[config.mk]
export PLATFORM = sky130hd
export DESIGN_NAME = clk_count_min_sec
export DESIGN_NICKNAME = d
export VERILOG_FILES = /design/src/rtl/clk_pkg.sv /design/src/rtl/clk_tick_gen.sv /design/src/rtl/clk_count_min_sec.sv
export SDC_FILE = /design/constraint.sdc
export NUM_CORES = 1
export LEC_CHECK = 0
export CORE_AREA = 2 2 90 92
export DETAILED_ROUTE_END_ITERATION = 16
export DIE_AREA = 0 0 92 94
export GPL_ROUTABILITY_DRIVEN = 0
export GPL_TIMING_DRIVEN = 0
export SLEW_MARGIN = 20
export SYNTH_ARGS = -nofsm -noshare
export SYNTH_HDL_FRONTEND = slang
export SYNTH_SLANG_ARGS = --single-unit
[constraint.sdc]
create_clock -name CLK -period 2.07 [get_ports CLK]
set_input_delay 0.3105 -clock CLK [delete_from_list [all_inputs] [get_ports CLK]]
set_output_delay 0.3105 -clock CLK [all_outputs]
set_load 0.02 [all_outputs]
[src/rtl/clk_pkg.sv]
// Shared time-keeping constants and types.
// The hour counters use this package as well.
package clk_pkg;

  localparam int TIME_W = 8;
  localparam logic [TIME_W-1:0] SEC_MAX = TIME_W'(59);
  localparam logic [TIME_W-1:0] MIN_MAX = TIME_W'(59);

  typedef struct packed {
    logic [TIME_W-1:0] min;
    logic [TIME_W-1:0] sec;
  } time_t;

  // A load request is accepted only if both fields are displayable values.
  function automatic logic time_valid(input logic [TIME_W-1:0] m,
                                      input logic [TIME_W-1:0] s);
    return (m <= MIN_MAX) && (s <= SEC_MAX);
  endfunction

endpackage

[src/rtl/clk_tick_gen.sv]
// Prescaler: counts 0..CLK_DIV-1 while run is high and flags the last count.
// The count holds while run is low and restarts from zero on rst or clr.
module clk_tick_gen #(
  parameter int CLK_DIV = 50000000
) (
  input  logic CLK,
  input  logic rst,
  input  logic clr,
  input  logic run,
  output logic tick
);

  localparam int CNT_W = (CLK_DIV > 2) ? $clog2(CLK_DIV) : 1;
  localparam logic [CNT_W-1:0] LAST = CNT_W'(CLK_DIV - 1);

  logic [CNT_W-1:0] r_cnt;

  // NOTE: sequential state uses non-blocking assignments so every flop
  // samples the pre-edge values of the others.
  always_ff @(posedge CLK) begin
    if (rst || clr) begin
      r_cnt <= '0;
    end else if (run) begin
      r_cnt <= (r_cnt == LAST) ? '0 : r_cnt + CNT_W'(1);
    end
  end

  // Feeds only registered logic in the parent, so outputs stay flop-driven.
  assign tick = run && (r_cnt == LAST);

endmodule

[src/rtl/clk_count_min_sec.sv]
// Minutes:seconds counter advanced by a CLK_DIV prescaler, with validated
// load, counter clear, and a registered carry pulse for the hour counter.
module clk_count_min_sec
  import clk_pkg::*;
#(
  parameter int CLK_DIV = 50000000
) (
  input  logic              CLK,
  input  logic              rst,
  input  logic              rst_counters,
  input  logic              run,
  input  logic              set_en,
  input  logic [TIME_W-1:0] set_min,
  input  logic [TIME_W-1:0] set_sec,
  output logic [TIME_W-1:0] sec,
  output logic [TIME_W-1:0] min,
  output logic              sec_tick,
  output logic              count_up_hr,
  output logic              set_err
);

  logic  w_tick;
  logic  w_load_ok;
  logic  w_clr;
  time_t w_time_n;
  logic  w_sec_tick_n;
  logic  w_hr_n;
  logic  w_err_n;

  time_t r_time;
  logic  r_sec_tick;
  logic  r_hr;
  logic  r_err;

  assign w_load_ok = set_en && time_valid(set_min, set_sec);
  // A clear or an accepted load restarts the second from its beginning.
  assign w_clr     = rst_counters || w_load_ok;

  clk_tick_gen #(
    .CLK_DIV (CLK_DIV)
  ) u_tick_gen (
    .CLK  (CLK),
    .rst  (rst),
    .clr  (w_clr),
    .run  (run),
    .tick (w_tick)
  );

  // NOTE: every output of this block gets a default first, so no path
  // leaves a value unassigned and no latch is inferred.
  always_comb begin
    w_time_n     = r_time;
    w_sec_tick_n = 1'b0;
    w_hr_n       = 1'b0;
    w_err_n      = 1'b0;
    if (rst_counters) begin
      w_time_n = '0;
    end else if (w_load_ok) begin
      w_time_n.min = set_min;
      w_time_n.sec = set_sec;
    end else begin
      // A rejected load leaves the time alone; a coincident tick still counts.
      w_err_n = set_en;
      if (w_tick) begin
        w_sec_tick_n = 1'b1;
        if (r_time.sec == SEC_MAX) begin
          w_time_n.sec = '0;
          if (r_time.min == MIN_MAX) begin
            w_time_n.min = '0;
            w_hr_n       = 1'b1;
          end else begin
            w_time_n.min = r_time.min + TIME_W'(1);
          end
        end else begin
          w_time_n.sec = r_time.sec + TIME_W'(1);
        end
      end
    end
  end

  always_ff @(posedge CLK) begin
    if (rst) begin
      r_time     <= '0;
      r_sec_tick <= 1'b0;
      r_hr       <= 1'b0;
      r_err      <= 1'b0;
    end else begin
      r_time     <= w_time_n;
      r_sec_tick <= w_sec_tick_n;
      r_hr       <= w_hr_n;
      r_err      <= w_err_n;
    end
  end

  assign sec         = r_time.sec;
  assign min         = r_time.min;
  assign sec_tick    = r_sec_tick;
  assign count_up_hr = r_hr;
  assign set_err     = r_err;

endmodule

==> results.md <==
* DR DRC count at 0
* Combined global-route utilization of all metal layers at 13.22%
* Maximum clock frequency at 0.4966 GHz
* Violation count after the first detailed-route iteration at 75
* Net switching power at 343.9 uW
* Number of vias per cell at 4.924
* Endpoint, Worst Hold: u_tick_gen.r_cnt[24]
* Time the final worst path needs with I/O delays and setup at between 2 and 2.5 ns
* Core ar. at 7607 sq um
* Number of flip-flops and latches in the synthesized netlist at 45
* Maximum number of pins on one net before global-route repair at 14
* Combinational power share at 5.5%
* Startpoint class of the critical path: flip-flop
* Antenna-violating nets left at 0
* Post-detailed-placement half-perimeter wirelength at ~4000 um
* Hold buffer count at cts at 0
* Number of pins exceeding their max-slew limit in the final report at 0
* Layout Skew at 0.01021 ns
* Post-synthesis instance total at 261
* Share of post-route cells with drive strength above 1 at 16.20%
* Bufs on Longest Clock Path at 2
* Cell family with the largest share of critical-path delay: simple AND/OR/NAND/NOR gates
* Status: complete, no violations
* Register share of total power at 55.7%
* Pre-CTS WS at -0.4498 ns
* Total clock sinks at 45
* Clock root buffer master: sky130_fd_sc_hd__clkbuf_8
* Number of optimization iterations in the first detailed-route pass at 4
* WL per Instance at 13.02 um
* Share of the clock period used by the worst path after layout at 97.28%
* Cells along the critical path: ha_4, or4b_4, or2_4, nor3_4, mux2i_1, a21oi_1
* Worst reg2reg setup slack at 0.06 ns
* Number of cells on the worst reg-to-reg path at 6
* Path length in cells of the critical path at 6
* Leakage at 1.044 nW
* Hold Path Cell Cnt at 2
* Via count of the first global-routing pass at 1937
* RR Endpoint: min[5]
* Measured slew at the worst slew-check pin at 0.6718 ns
* Number of diodes at 0
* Synthesized net count at 285
* Critical path's slowest cell: sky130_fd_sc_hd__or4b_4
* Crit path buf inv count at 0
* Via Count at 2083
* Setup-failing EPs final at 0
* Port bufs at 39
* Placed instance area at ~2800 sq um
* Launch point of the worst reg-to-reg path: sec[1]
* Clock latency on the worst-skew pair at 0.30 ns
* Count of non-filler cells in the finished layout at about 420
* Antenna violations before repair at 0
* Sequential area share after synthesis at 40.11%
* Avg Cell Area, Syn at between 8 and 9 sq um
* RSZ-0062 raised after global routing: yes
* Fraction of power spent switching nets at 22.05%
* Cell variety after synth at 44
* Peak per-stage delay on the critical path at ~0.5 ns
* Number of top-level design ports at 40
* CTS H-tree depth at 2
* Crit-path max FO at 5
* Die span in y at roughly 94 um
* Global route total overflow at 0
* Full die area at 8648 sq um
* Pint at 1.216 mW
* Worst endpoint required time at 2.27 ns
* # placed instances at about 400
* Synthesized area at 2246 sq um
* Hold Fails Final Rpt at 0
* # rows at 32
* Starting Density at 29.52%
* Worst-path clk slew at around 0.09 ns
* Crit. End Element: flip-flop
* Tightest slew margin relative to the limit at a little over half
* Count of synthesis-stage warnings from yosys at 0
* Global-route wire length before repair at between 9000 and 10000 um
* Number of flops mapped to enable cells by yosys at 0
* Power density normalized to cell area at about 510 nW/um^2
* Reported max-cap violation count at 0
* CP arrival at 2.21 ns
* Kind of critical path: flip-flop to flip-flop
* Worst hold start: u_tick_gen.r_cnt[24]
* TritonCTS clock tree: done
* Top flip-flop cell by instance count after synthesis: sky130_fd_sc_hd__dfxtp_1
* Number of clock buffers inserted by TritonCTS at 5
* Final std cell area, no fill at 3047 sq um
* Proportion of power drawn by the clock network at 38.8%
* Setup slack of the critical path after layout at 0.05624 ns
* Area Overhead vs Synth at 35.65%
* Share of flip-flops with an asynchronous set or reset at 0%
* Peak VDD IR at 0.1958 mV
* Type of the most critical hold path: flip-flop to flip-flop
* Sum of routed wire length over all layers at 5507 um
* Die Span X at 92 um
* Nets at around 340
==> worst max-delay path by stage <==
stage	from	endpoint
after floorplan	sec[0]	min[6]
after global placement	run	min[1]
after detailed placement	run	min[5]
after CTS	u_tick_gen.r_cnt[0]	u_tick_gen.r_cnt[24]
after global routing	u_tick_gen.r_cnt[1]	min[1]
final	sec[1]	min[5]
==> power by group through the flow <==
stage / clock (mW) / combinational (mW) / sequential, mW
finish: 0.605 / 0.0858 / 0.869
global route: 0.655 / 0.0946 / 0.870
CTS: 0.620 / 0.0830 / 0.871
detailed placement: 0 / 0.0825 / 0.892
global placement: 0 / 0.0831 / 0.892
floorplan: 0 / 0.0248 / 0.894
==> cells in the mapped netlist (2+ instances only) <==
| library cell | n | area [sq um] |
|---|---|---|
| sky130_fd_sc_hd__nor2_1 | 35 | 131.4 |
| sky130_fd_sc_hd__or3_1 | 3 | 18.77 |
| sky130_fd_sc_hd__nand3_1 | 12 | 60.06 |
| sky130_fd_sc_hd__buf_2 | 2 | 10.01 |
| sky130_fd_sc_hd__a31oi_1 | 6 | 37.54 |
| sky130_fd_sc_hd__mux2i_1 | 4 | 40.04 |
| sky130_fd_sc_hd__nand4_1 | 14 | 87.58 |
| sky130_fd_sc_hd__inv_1 | 2 | 7.510 |
| sky130_fd_sc_hd__o21ai_0 | 11 | 55.05 |
| sky130_fd_sc_hd__and2_1 | 3 | 18.77 |
| sky130_fd_sc_hd__a21oi_1 | 6 | 30.03 |
| sky130_fd_sc_hd__nand2_1 | 30 | 112.6 |
| sky130_fd_sc_hd__xnor2_1 | 7 | 61.31 |
| sky130_fd_sc_hd__o31ai_1 | 2 | 15.01 |
| sky130_fd_sc_hd__nor4_1 | 3 | 18.77 |
| sky130_fd_sc_hd__and4_1 | 3 | 26.28 |
| sky130_fd_sc_hd__o211ai_1 | 3 | 22.52 |
| sky130_fd_sc_hd__dfxtp_1 | 45 | 900.9 |
| sky130_fd_sc_hd__nor4_2 | 2 | 25.02 |
| sky130_fd_sc_hd__nor4b_1 | 2 | 17.52 |
| sky130_fd_sc_hd__nand4b_1 | 2 | 17.52 |
| sky130_fd_sc_hd__nand3_2 | 2 | 20.02 |
| sky130_fd_sc_hd__nor3_1 | 7 | 35.03 |
| sky130_fd_sc_hd__and3_1 | 13 | 81.33 |
| sky130_fd_sc_hd__clkbuf_1 | 4 | 15.01 |
| sky130_fd_sc_hd__xor2_1 | 18 | 157.7 |
| sky130_fd_sc_hd__ha_1 | 3 | 37.54 |
==> placed cells by master, fill, tap and decap left out, types with 4 or more instances in the layout <==
cell	n
sky130_fd_sc_hd__a21oi_1	5
sky130_fd_sc_hd__a31oi_1	6
sky130_fd_sc_hd__and3_1	13
sky130_fd_sc_hd__buf_4	13
sky130_fd_sc_hd__clkbuf_8	7
sky130_fd_sc_hd__clkdlybuf4s50_1	38
sky130_fd_sc_hd__dfxtp_1	39
sky130_fd_sc_hd__mux2i_1	4
sky130_fd_sc_hd__nand2_1	27
sky130_fd_sc_hd__nand3_1	12
sky130_fd_sc_hd__nand4_1	14
sky130_fd_sc_hd__nor2_1	33
sky130_fd_sc_hd__nor3_1	6
sky130_fd_sc_hd__o21ai_0	11
sky130_fd_sc_hd__xnor2_1	7
sky130_fd_sc_hd__xor2_1	18
==> per-stage QoR <==
stage | hold WS, ns | util [%] | total power, mW | setup TNS, ns
4_1_cts | 0.5139 | 38.31 | 1.574 | -0.005715
3_5_place_dp | 0.4911 | 36.37 | 0.9745 | -14.09
3_3_place_gp | 0.4772 | 36.37 | 0.9750 | -13.53
6_report | 0.5090 | 40.05 | 1.560 | 0
2_1_floorplan | 0.4176 | - | 0.9188 | 0
5_1_grt | 0.5468 | 40.05 | 1.619 | -0.01547
==> registers in the layout (all words and copies together), names as in the netlist <==
name,flops
count_up_hr,1
sec_tick,1
min,8
sec,8
set_err,1
u_tick_gen.r_cnt,26
==> timing repair <==
| action | 4_1_cts | 5_1_grt |
|---|---|---|
| endpoints found under the setup margin | 31 | 31 |
| gates resized for setup | 9 | 17 |
| buffers inserted | 2 | 11 |
| pin swaps | 3 | 11 |
==> kinds of logic (layout without fill, tap and decap cells) <==
logic type	after synthesis	count (layout)	synth area share, %
simple gates	142	142	35.77
fa+ha+maj	3	3	1.671
mux	4	4	1.783
flops	45	45	40.11
buf+inv	8	68	1.448
compound gates	34	34	9.471
xor+xnor	25	25	9.749
==> worst reg2reg max path, cell delays in order (launching register included) <==
cell and delay, ns:
sky130_fd_sc_hd__dfxtp_4 0.38, sky130_fd_sc_hd__ha_4 0.15, sky130_fd_sc_hd__or4b_4 0.50, sky130_fd_sc_hd__or2_4 0.30, sky130_fd_sc_hd__nor3_4 0.28, sky130_fd_sc_hd__mux2i_1 0.23, sky130_fd_sc_hd__a21oi_1 0.07
==> layer usage <==
metal | routed length (um) | track usage, % | share of wire [%] | up-vias
li1 | - | - | - | 1072
met1 | 2762 | 17.48 | 50 | 943
met2 | 2366 | 21.26 | 43 | 57
met3 | 279 | 3.291 | 5.1 | 11
met4 | 99 | 4.104 | 1.8 | 0
met5 | 0 | 0 | 0 | -
==> area by class of cell <==
class / count / area (sq um)
clock buffers: 7 / 96.34
clock inverters: 1 / 5.005
well taps: 102 / 127.6
repair buffers: 52 / 486.7
flip-flops and latches: 45 / 915.9
inverters: 2 / 7.507
plain buffers: 6 / 26.28
multi-input cells: 208 / 1381
fillers: 789 / 4561
Note: power is estimated with default switching activity, not from simulation.
